===== src/rtl/pipeline_ctrl.sv =====
// pipeline_ctrl: hazard and sequencing controller for the 5-stage MIPS pipeline.
//
// It detects load-use hazards and inserts one bubble through ID/EX. It flushes
// wrong-path instructions on taken branches and jumps, and produces the EX-stage
// forwarding selects. A RUN/DRAIN/HALTED machine stops fetch on a halt and lets
// in-flight instructions retire. It also keeps performance counters.
//
// Ports:
//   clk, rst          clock, synchronous active-high reset
//   id_*              ID-stage source registers, read flags, halt decode
//   ex_*              ID/EX sources, destination, regwrite, load flag
//   mem_*, wb_*       EX/MEM and MEM/WB destination and write enables
//   wb_halt           halt instruction has reached WB
//   branch_taken      EX resolved a taken branch or jump
//   go                resume request while halted
//   pc_en, ifid_en    PC / IF/ID load enables (combinational)
//   ifid_flush        IF/ID clear (combinational)
//   bubble_rst        ID/EX clear for a stall (combinational)
//   jump_rst          ID/EX clear for a branch (combinational)
//   fwd_a, fwd_b      EX operand selects: 00 regfile, 01 EX/MEM, 10 MEM/WB
//   halted            registered, controller is halted
//   cycle_cnt         registered, non-halted cycles, wraps
//   stall_cnt         registered, load-use stall cycles, saturates
//   flush_cnt         registered, taken-branch flushes, saturates
module pipeline_ctrl #(
  parameter int unsigned CNT_W = 16
) (
  input  logic             clk,
  input  logic             rst,
  input  logic [4:0]       id_ra,
  input  logic [4:0]       id_rb,
  input  logic             id_uses_ra,
  input  logic             id_uses_rb,
  input  logic             id_halt,
  input  logic [4:0]       ex_ra,
  input  logic [4:0]       ex_rb,
  input  logic [4:0]       ex_desreg,
  input  logic             ex_regwrite,
  input  logic             ex_memtoreg,
  input  logic [4:0]       mem_desreg,
  input  logic             mem_regwrite,
  input  logic [4:0]       wb_desreg,
  input  logic             wb_regwrite,
  input  logic             wb_halt,
  input  logic             branch_taken,
  input  logic             go,
  output logic             pc_en,
  output logic             ifid_en,
  output logic             ifid_flush,
  output logic             bubble_rst,
  output logic             jump_rst,
  output logic [1:0]       fwd_a,
  output logic [1:0]       fwd_b,
  output logic             halted,
  output logic [31:0]      cycle_cnt,
  output logic [CNT_W-1:0] stall_cnt,
  output logic [CNT_W-1:0] flush_cnt
);

  typedef enum logic [1:0] {StRun, StDrain, StHalted} state_e;

  state_e           state_q, state_d;
  logic             halted_q, halted_d;
  logic [31:0]      cycle_cnt_q, cycle_cnt_d;
  logic [CNT_W-1:0] stall_cnt_q, stall_cnt_d;
  logic [CNT_W-1:0] flush_cnt_q, flush_cnt_d;

  logic lu;
  logic stall_evt;

  // A load in EX whose nonzero destination feeds an operand read in ID.
  assign lu = ex_memtoreg && ex_regwrite && (ex_desreg != 5'd0) &&
              ((id_uses_ra && (id_ra == ex_desreg)) || (id_uses_rb && (id_rb == ex_desreg)));

  // A branch in RUN overrides the stall, so only an unbranched hazard counts.
  assign stall_evt = !rst && (state_q == StRun) && !branch_taken && lu;

  // State register
  always_ff @(posedge clk) begin
    state_q  <= state_d;
    halted_q <= halted_d;
  end

  // Next-state logic
  always_comb begin
    state_d = state_q;
    case (state_q)
      StRun: begin
        // A stalled halt stays in ID, so the move to DRAIN waits for it.
        if (!branch_taken && !lu && id_halt) state_d = StDrain;
      end
      StDrain: begin
        // An older taken branch squashes the halt.
        if (branch_taken)  state_d = StRun;
        else if (wb_halt)  state_d = StHalted;
      end
      StHalted: begin
        if (go) state_d = StRun;
      end
      default: state_d = StRun;
    endcase
    if (rst) state_d = StRun;
    halted_d = (state_d == StHalted);
  end

  // Output logic
  always_comb begin
    pc_en      = 1'b1;
    ifid_en    = 1'b1;
    ifid_flush = 1'b0;
    bubble_rst = 1'b0;
    jump_rst   = 1'b0;
    if (rst) begin
      pc_en      = 1'b0;
      ifid_en    = 1'b0;
      ifid_flush = 1'b1;
      bubble_rst = 1'b1;
    end else begin
      case (state_q)
        StRun: begin
          if (branch_taken) begin
            ifid_flush = 1'b1;
            jump_rst   = 1'b1;
          end else if (lu) begin
            pc_en      = 1'b0;
            ifid_en    = 1'b0;
            bubble_rst = 1'b1;
          end
        end
        StDrain: begin
          // Fetch stops and nops are shifted into ID.
          pc_en      = branch_taken;
          ifid_flush = 1'b1;
          jump_rst   = branch_taken;
        end
        StHalted: begin
          pc_en      = 1'b0;
          ifid_en    = 1'b0;
          bubble_rst = 1'b1;
        end
        default: begin
          pc_en   = 1'b0;
          ifid_en = 1'b0;
        end
      endcase
    end
  end

  // Forwarding selects; EX/MEM is younger, so it wins over MEM/WB.
  always_comb begin
    fwd_a = 2'b00;
    fwd_b = 2'b00;
    if (!rst) begin
      if (mem_regwrite && (mem_desreg != 5'd0) && (mem_desreg == ex_ra)) begin
        fwd_a = 2'b01;
      end else if (wb_regwrite && (wb_desreg != 5'd0) && (wb_desreg == ex_ra)) begin
        fwd_a = 2'b10;
      end
      if (mem_regwrite && (mem_desreg != 5'd0) && (mem_desreg == ex_rb)) begin
        fwd_b = 2'b01;
      end else if (wb_regwrite && (wb_desreg != 5'd0) && (wb_desreg == ex_rb)) begin
        fwd_b = 2'b10;
      end
    end
  end

  // Performance counters
  always_comb begin
    cycle_cnt_d = cycle_cnt_q;
    stall_cnt_d = stall_cnt_q;
    flush_cnt_d = flush_cnt_q;
    if (rst) begin
      cycle_cnt_d = '0;
      stall_cnt_d = '0;
      flush_cnt_d = '0;
    end else begin
      if (state_q != StHalted) cycle_cnt_d = cycle_cnt_q + 32'd1;
      if (stall_evt && (stall_cnt_q != '1)) stall_cnt_d = stall_cnt_q + CNT_W'(1);
      if (jump_rst && (flush_cnt_q != '1)) flush_cnt_d = flush_cnt_q + CNT_W'(1);
    end
  end

  always_ff @(posedge clk) begin
    cycle_cnt_q <= cycle_cnt_d;
    stall_cnt_q <= stall_cnt_d;
    flush_cnt_q <= flush_cnt_d;
  end

  assign halted    = halted_q;
  assign cycle_cnt = cycle_cnt_q;
  assign stall_cnt = stall_cnt_q;
  assign flush_cnt = flush_cnt_q;

endmodule


===== config.mk =====
export PLATFORM = sky130hd
export DESIGN_NAME = pipeline_ctrl
export DESIGN_NICKNAME = d
export VERILOG_FILES = /design/src/rtl/pipeline_ctrl.sv
export SDC_FILE = /design/constraint.sdc
export NUM_CORES = 1
export LEC_CHECK = 0
export CELL_PAD_IN_SITES_DETAIL_PLACEMENT = 0
export CELL_PAD_IN_SITES_GLOBAL_PLACEMENT = 1
export CORE_MARGIN = 2
export CORE_UTILIZATION = 34
export DETAILED_ROUTE_END_ITERATION = 7
export PLACE_DENSITY = 0.77
export SKIP_CTS_REPAIR_TIMING = 1
export SYNTH_ARGS = -nofsm -noshare
export SYNTH_HDL_FRONTEND = slang
export SYNTH_SLANG_ARGS = --single-unit
export TNS_END_PERCENT = 50

===== constraint.sdc =====
create_clock -name clk -period 2.1 [get_ports clk]
set_clock_uncertainty 0.1 [all_clocks]
set_input_delay 0.42 -clock clk [delete_from_list [all_inputs] [get_ports clk]]
set_output_delay 0.42 -clock clk [all_outputs]
set_load 0.05 [all_outputs]

==> flow_summary.toml <==
[synthesis]
synth-async-reset-ratio = 0
synthCells = 437
syn_avg_cell_area_sq_um = 8.50
synth_top_cell_by_area = "dfxtp_1"
synth_warnings = 0
synth_fp_nets = 487
syn_area_sq_mm = 0.00371
synth_edf_count = 0
synthFlopType = "dfxtp_1"
synth_top_area_frac = 0.361
yosysSeqAreaShare = 0.361
synth-seq-cells = 67
synth.distinct_cells = 51
ys_top_cells_by_area = "dfxtp_1 36%, xnor2_1 10%, xor2_1 5.9%"

[cells_and_area]
layout_common_cells = "93 x buf_4, 66 x dfxtp_1, 56 x dlymetal6s2s_1"
final_common_cell = "buf_4"
finalInstanceArea_sq_mm = 0.00603
diodes = 0
area_growth_syn_to_layout_pct = 62.4
final_nets = 664
drive_gt1_frac = 0.282

[timing]
period_needed_ns = 2.48
tightestPinTransition_ns = 0.515
fin_ws_ns = -0.379
setup_viol = 7
slew_viol_final = 0
relSlewSlack = 0.656
final-hold-violation-count = 0
clock.fmax_mhz = 403
holdWs_ns = 0.398
finalCritPeriodShare = 1.18
rsz0062_at_grt = "yes"

[clock_tree]
cts_made_buffers = 9
cts_tree = "built"
path_clk_slew_ns = 0.08
root_buffer = "clkbuf_8"
clockBufferDepth = 2
cts.htree.levels = 3
cts.sink_count = 67
clock_latency_ns = 0.35

[place]
routabilityCongestion = 0.822
place_ws_ns = -0.739
dpl_cell_area_sq_mm = 0.00549
io_buffers = 120
dpl.hpwl_um = 8010

[worst_setup_path]
ff2ff_setup_slack_ns = 0.10
worstPathArrival_ns = 1.96
cp-start-kind = "primary input"
end_kind = "primary output"
worstSetupPathType = "in2out"
reg2reg_depth = 6
critical_path.slowest_cell = "or4_4"
critPathMaxStageDelay_ns = 0.53
r2r-start = "state_q[1]"
path_common_cell = "buf_8"
r2r_end = "cycle_cnt[6]"
worstPathCellList = "buf_8 -> or4_4 -> o211ai_1 -> buf_4 -> nor2_4 -> a211o_4 -> buf_8"
crit_path_max_fanout = 4
crit_required_ns = 1.58

[drt]
wire_per_inst_um = 14.9
vias = 3917
drt_iter0_drc = 157
wirelength_um = 11300
ant_nets = 0
via_per_inst = 5.17
route.detailed.drc = 0
drt-pass1-iter-count = 4

[hold_path]
hp-class = "reg2reg"
worstHoldEndpoint = "stall_cnt[5]"
min-delay-start = "stall_cnt[5]"
hold_depth = 2

[pwr]
vdd_drop_max_v = 0.000238
p_seq_frac = 0.451
powerDensity_mw_per_mm2 = 477
power.clock.fraction = 0.382
switching_share = 0.263
p_leak_uw = 0.00294
p_int_uw = 2120
p_comb_frac = 0.167
switching_power_uw = 757

[floorplan]
die_area_sq_mm = 0.0118
initial_utilization = 0.346
dieWidth_um = 109
rows = 38
fp.coreArea_sq_mm = 0.0107
die_h_um = 109
io-pin-count = 121

[global_route]
grt_max_degree = 47
antenna_found_initial = 0
grt_util_all_layers = 0.181
gr-total-overflow = 0
grt_pass1_vias = 3509
grt_pass1_wl_um = 17000

[run_status]
status = "finished with violations"
violations = "setup timing"

[job]
drv_cap = 0
[cell usage after synthesis, types with 2 or more instances]
| cell | count |
|---|---|
| dfxtp_1 | 67 |
| nor2_1 | 50 |
| xnor2_1 | 43 |
| xor2_1 | 25 |
| nand3_1 | 24 |
| nand2_1 | 21 |
| a21oi_1 | 20 |
| nor3_1 | 18 |
| nor4_1 | 16 |
| nand4_1 | 13 |
| o21ai_0 | 13 |
| or4_1 | 13 |
| and4_1 | 11 |
| clkbuf_1 | 10 |
| inv_1 | 9 |
| o31ai_1 | 8 |
| or3_1 | 8 |
| nor2b_1 | 6 |
| and2_1 | 5 |
| and3_1 | 5 |
| nor4_2 | 5 |
| nor3b_1 | 4 |
| buf_2 | 3 |
| ha_1 | 3 |
| a31oi_1 | 2 |
| buf_1 | 2 |
| buf_6 | 2 |
| mux2_2 | 2 |
| nand2b_1 | 2 |
| nand3b_1 | 2 |
| nand4_2 | 2 |
| nor4b_1 | 2 |
| o21ai_1 | 2 |
| o41ai_1 | 2 |
[worst max-delay path by stage]
stage / slack [ns] / end / cells after the start / from
2_1_floorplan: -0.31 / pc_en / 4 / ex_desreg[1]
3_3_place_gp: -0.72 / bubble_rst / 6 / ex_desreg[2]
3_5_place_dp: -0.74 / bubble_rst / 6 / ex_desreg[2]
4_1_cts: -0.75 / bubble_rst / 6 / ex_desreg[2]
5_1_grt: -0.42 / bubble_rst / 7 / ex_desreg[1]
6_report: -0.38 / bubble_rst / 7 / ex_desreg[2]
[power by group through the flow]
stage | sequential, uW | combinational (uW) | clock, uW
after floorplan | 1360 | 172 | 0
after global placement | 1330 | 437 | 0
after detailed placement | 1330 | 442 | 0
after CTS | 1300 | 445 | 1130
after global routing | 1300 | 512 | 1210
final | 1300 | 480 | 1100
[worst max-delay path, delay by kind of cell]
kind	cells	cell delay, ns
buffers and inverters	3	0.40
and+or+nand+nor	2	0.59
AOI/OAI and AO/OA	2	0.54
[kinds of logic (layout without fill, tap and decap cells)]
| kind of cell | Yosys count | count (layout) | share of synthesized area |
|---|---|---|---|
| AOI/OAI and AO/OA | 58 | 58 | 0.101 |
| buffers and inverters | 27 | 208 | 0.0334 |
| and+or+nand+nor | 209 | 209 | 0.318 |
| adders and majority gates | 3 | 3 | 0.0101 |
| xor gates and xnor gates | 68 | 68 | 0.160 |
| DFF | 67 | 67 | 0.361 |
| muxes | 5 | 5 | 0.0158 |
[layer usage]
metal / global-route usage / wire length (um) / part of all wire
met1: 0.242 / 5010 / 0.44
met2: 0.289 / 5330 / 0.47
met3: 0.0524 / 850 / 0.075
met4: 0.0412 / 106 / 0.0094
met5: 0 / 0 / 0
[flip-flops by register name, indices dropped and copies added (netlist names)]
| register | count |
|---|---|
| cycle_cnt | 32 |
| halted | 1 |
| stall_cnt | 16 |
| state_q | 2 |
| flush_cnt | 16 |
[final cells by class]
| type | instances | area, sq um |
|---|---|---|
| Clock inverter | 4 | 50.0 |
| Inverter | 9 | 33.8 |
| Clock buffer | 11 | 151 |
| Multi-Input combinational cell | 343 | 2480 |
| Sequential cell | 67 | 1340 |
| Tap cell | 140 | 175 |
| Timing Repair Buffer | 184 | 1790 |
| Fill cell | 956 | 4720 |
[metrics by stage]
step	TNS [ns]	std cells	power [uW]	util
after floorplan	-1.15	437	1530	-
after global placement	-12.33	736	1760	0.511
after detailed placement	-13.00	736	1770	0.511
after CTS	-6.67	751	2870	0.530
after global routing	-2.45	758	3020	0.561
final	-2.12	758	2880	0.561
Power figures use the tool's default switching activity.
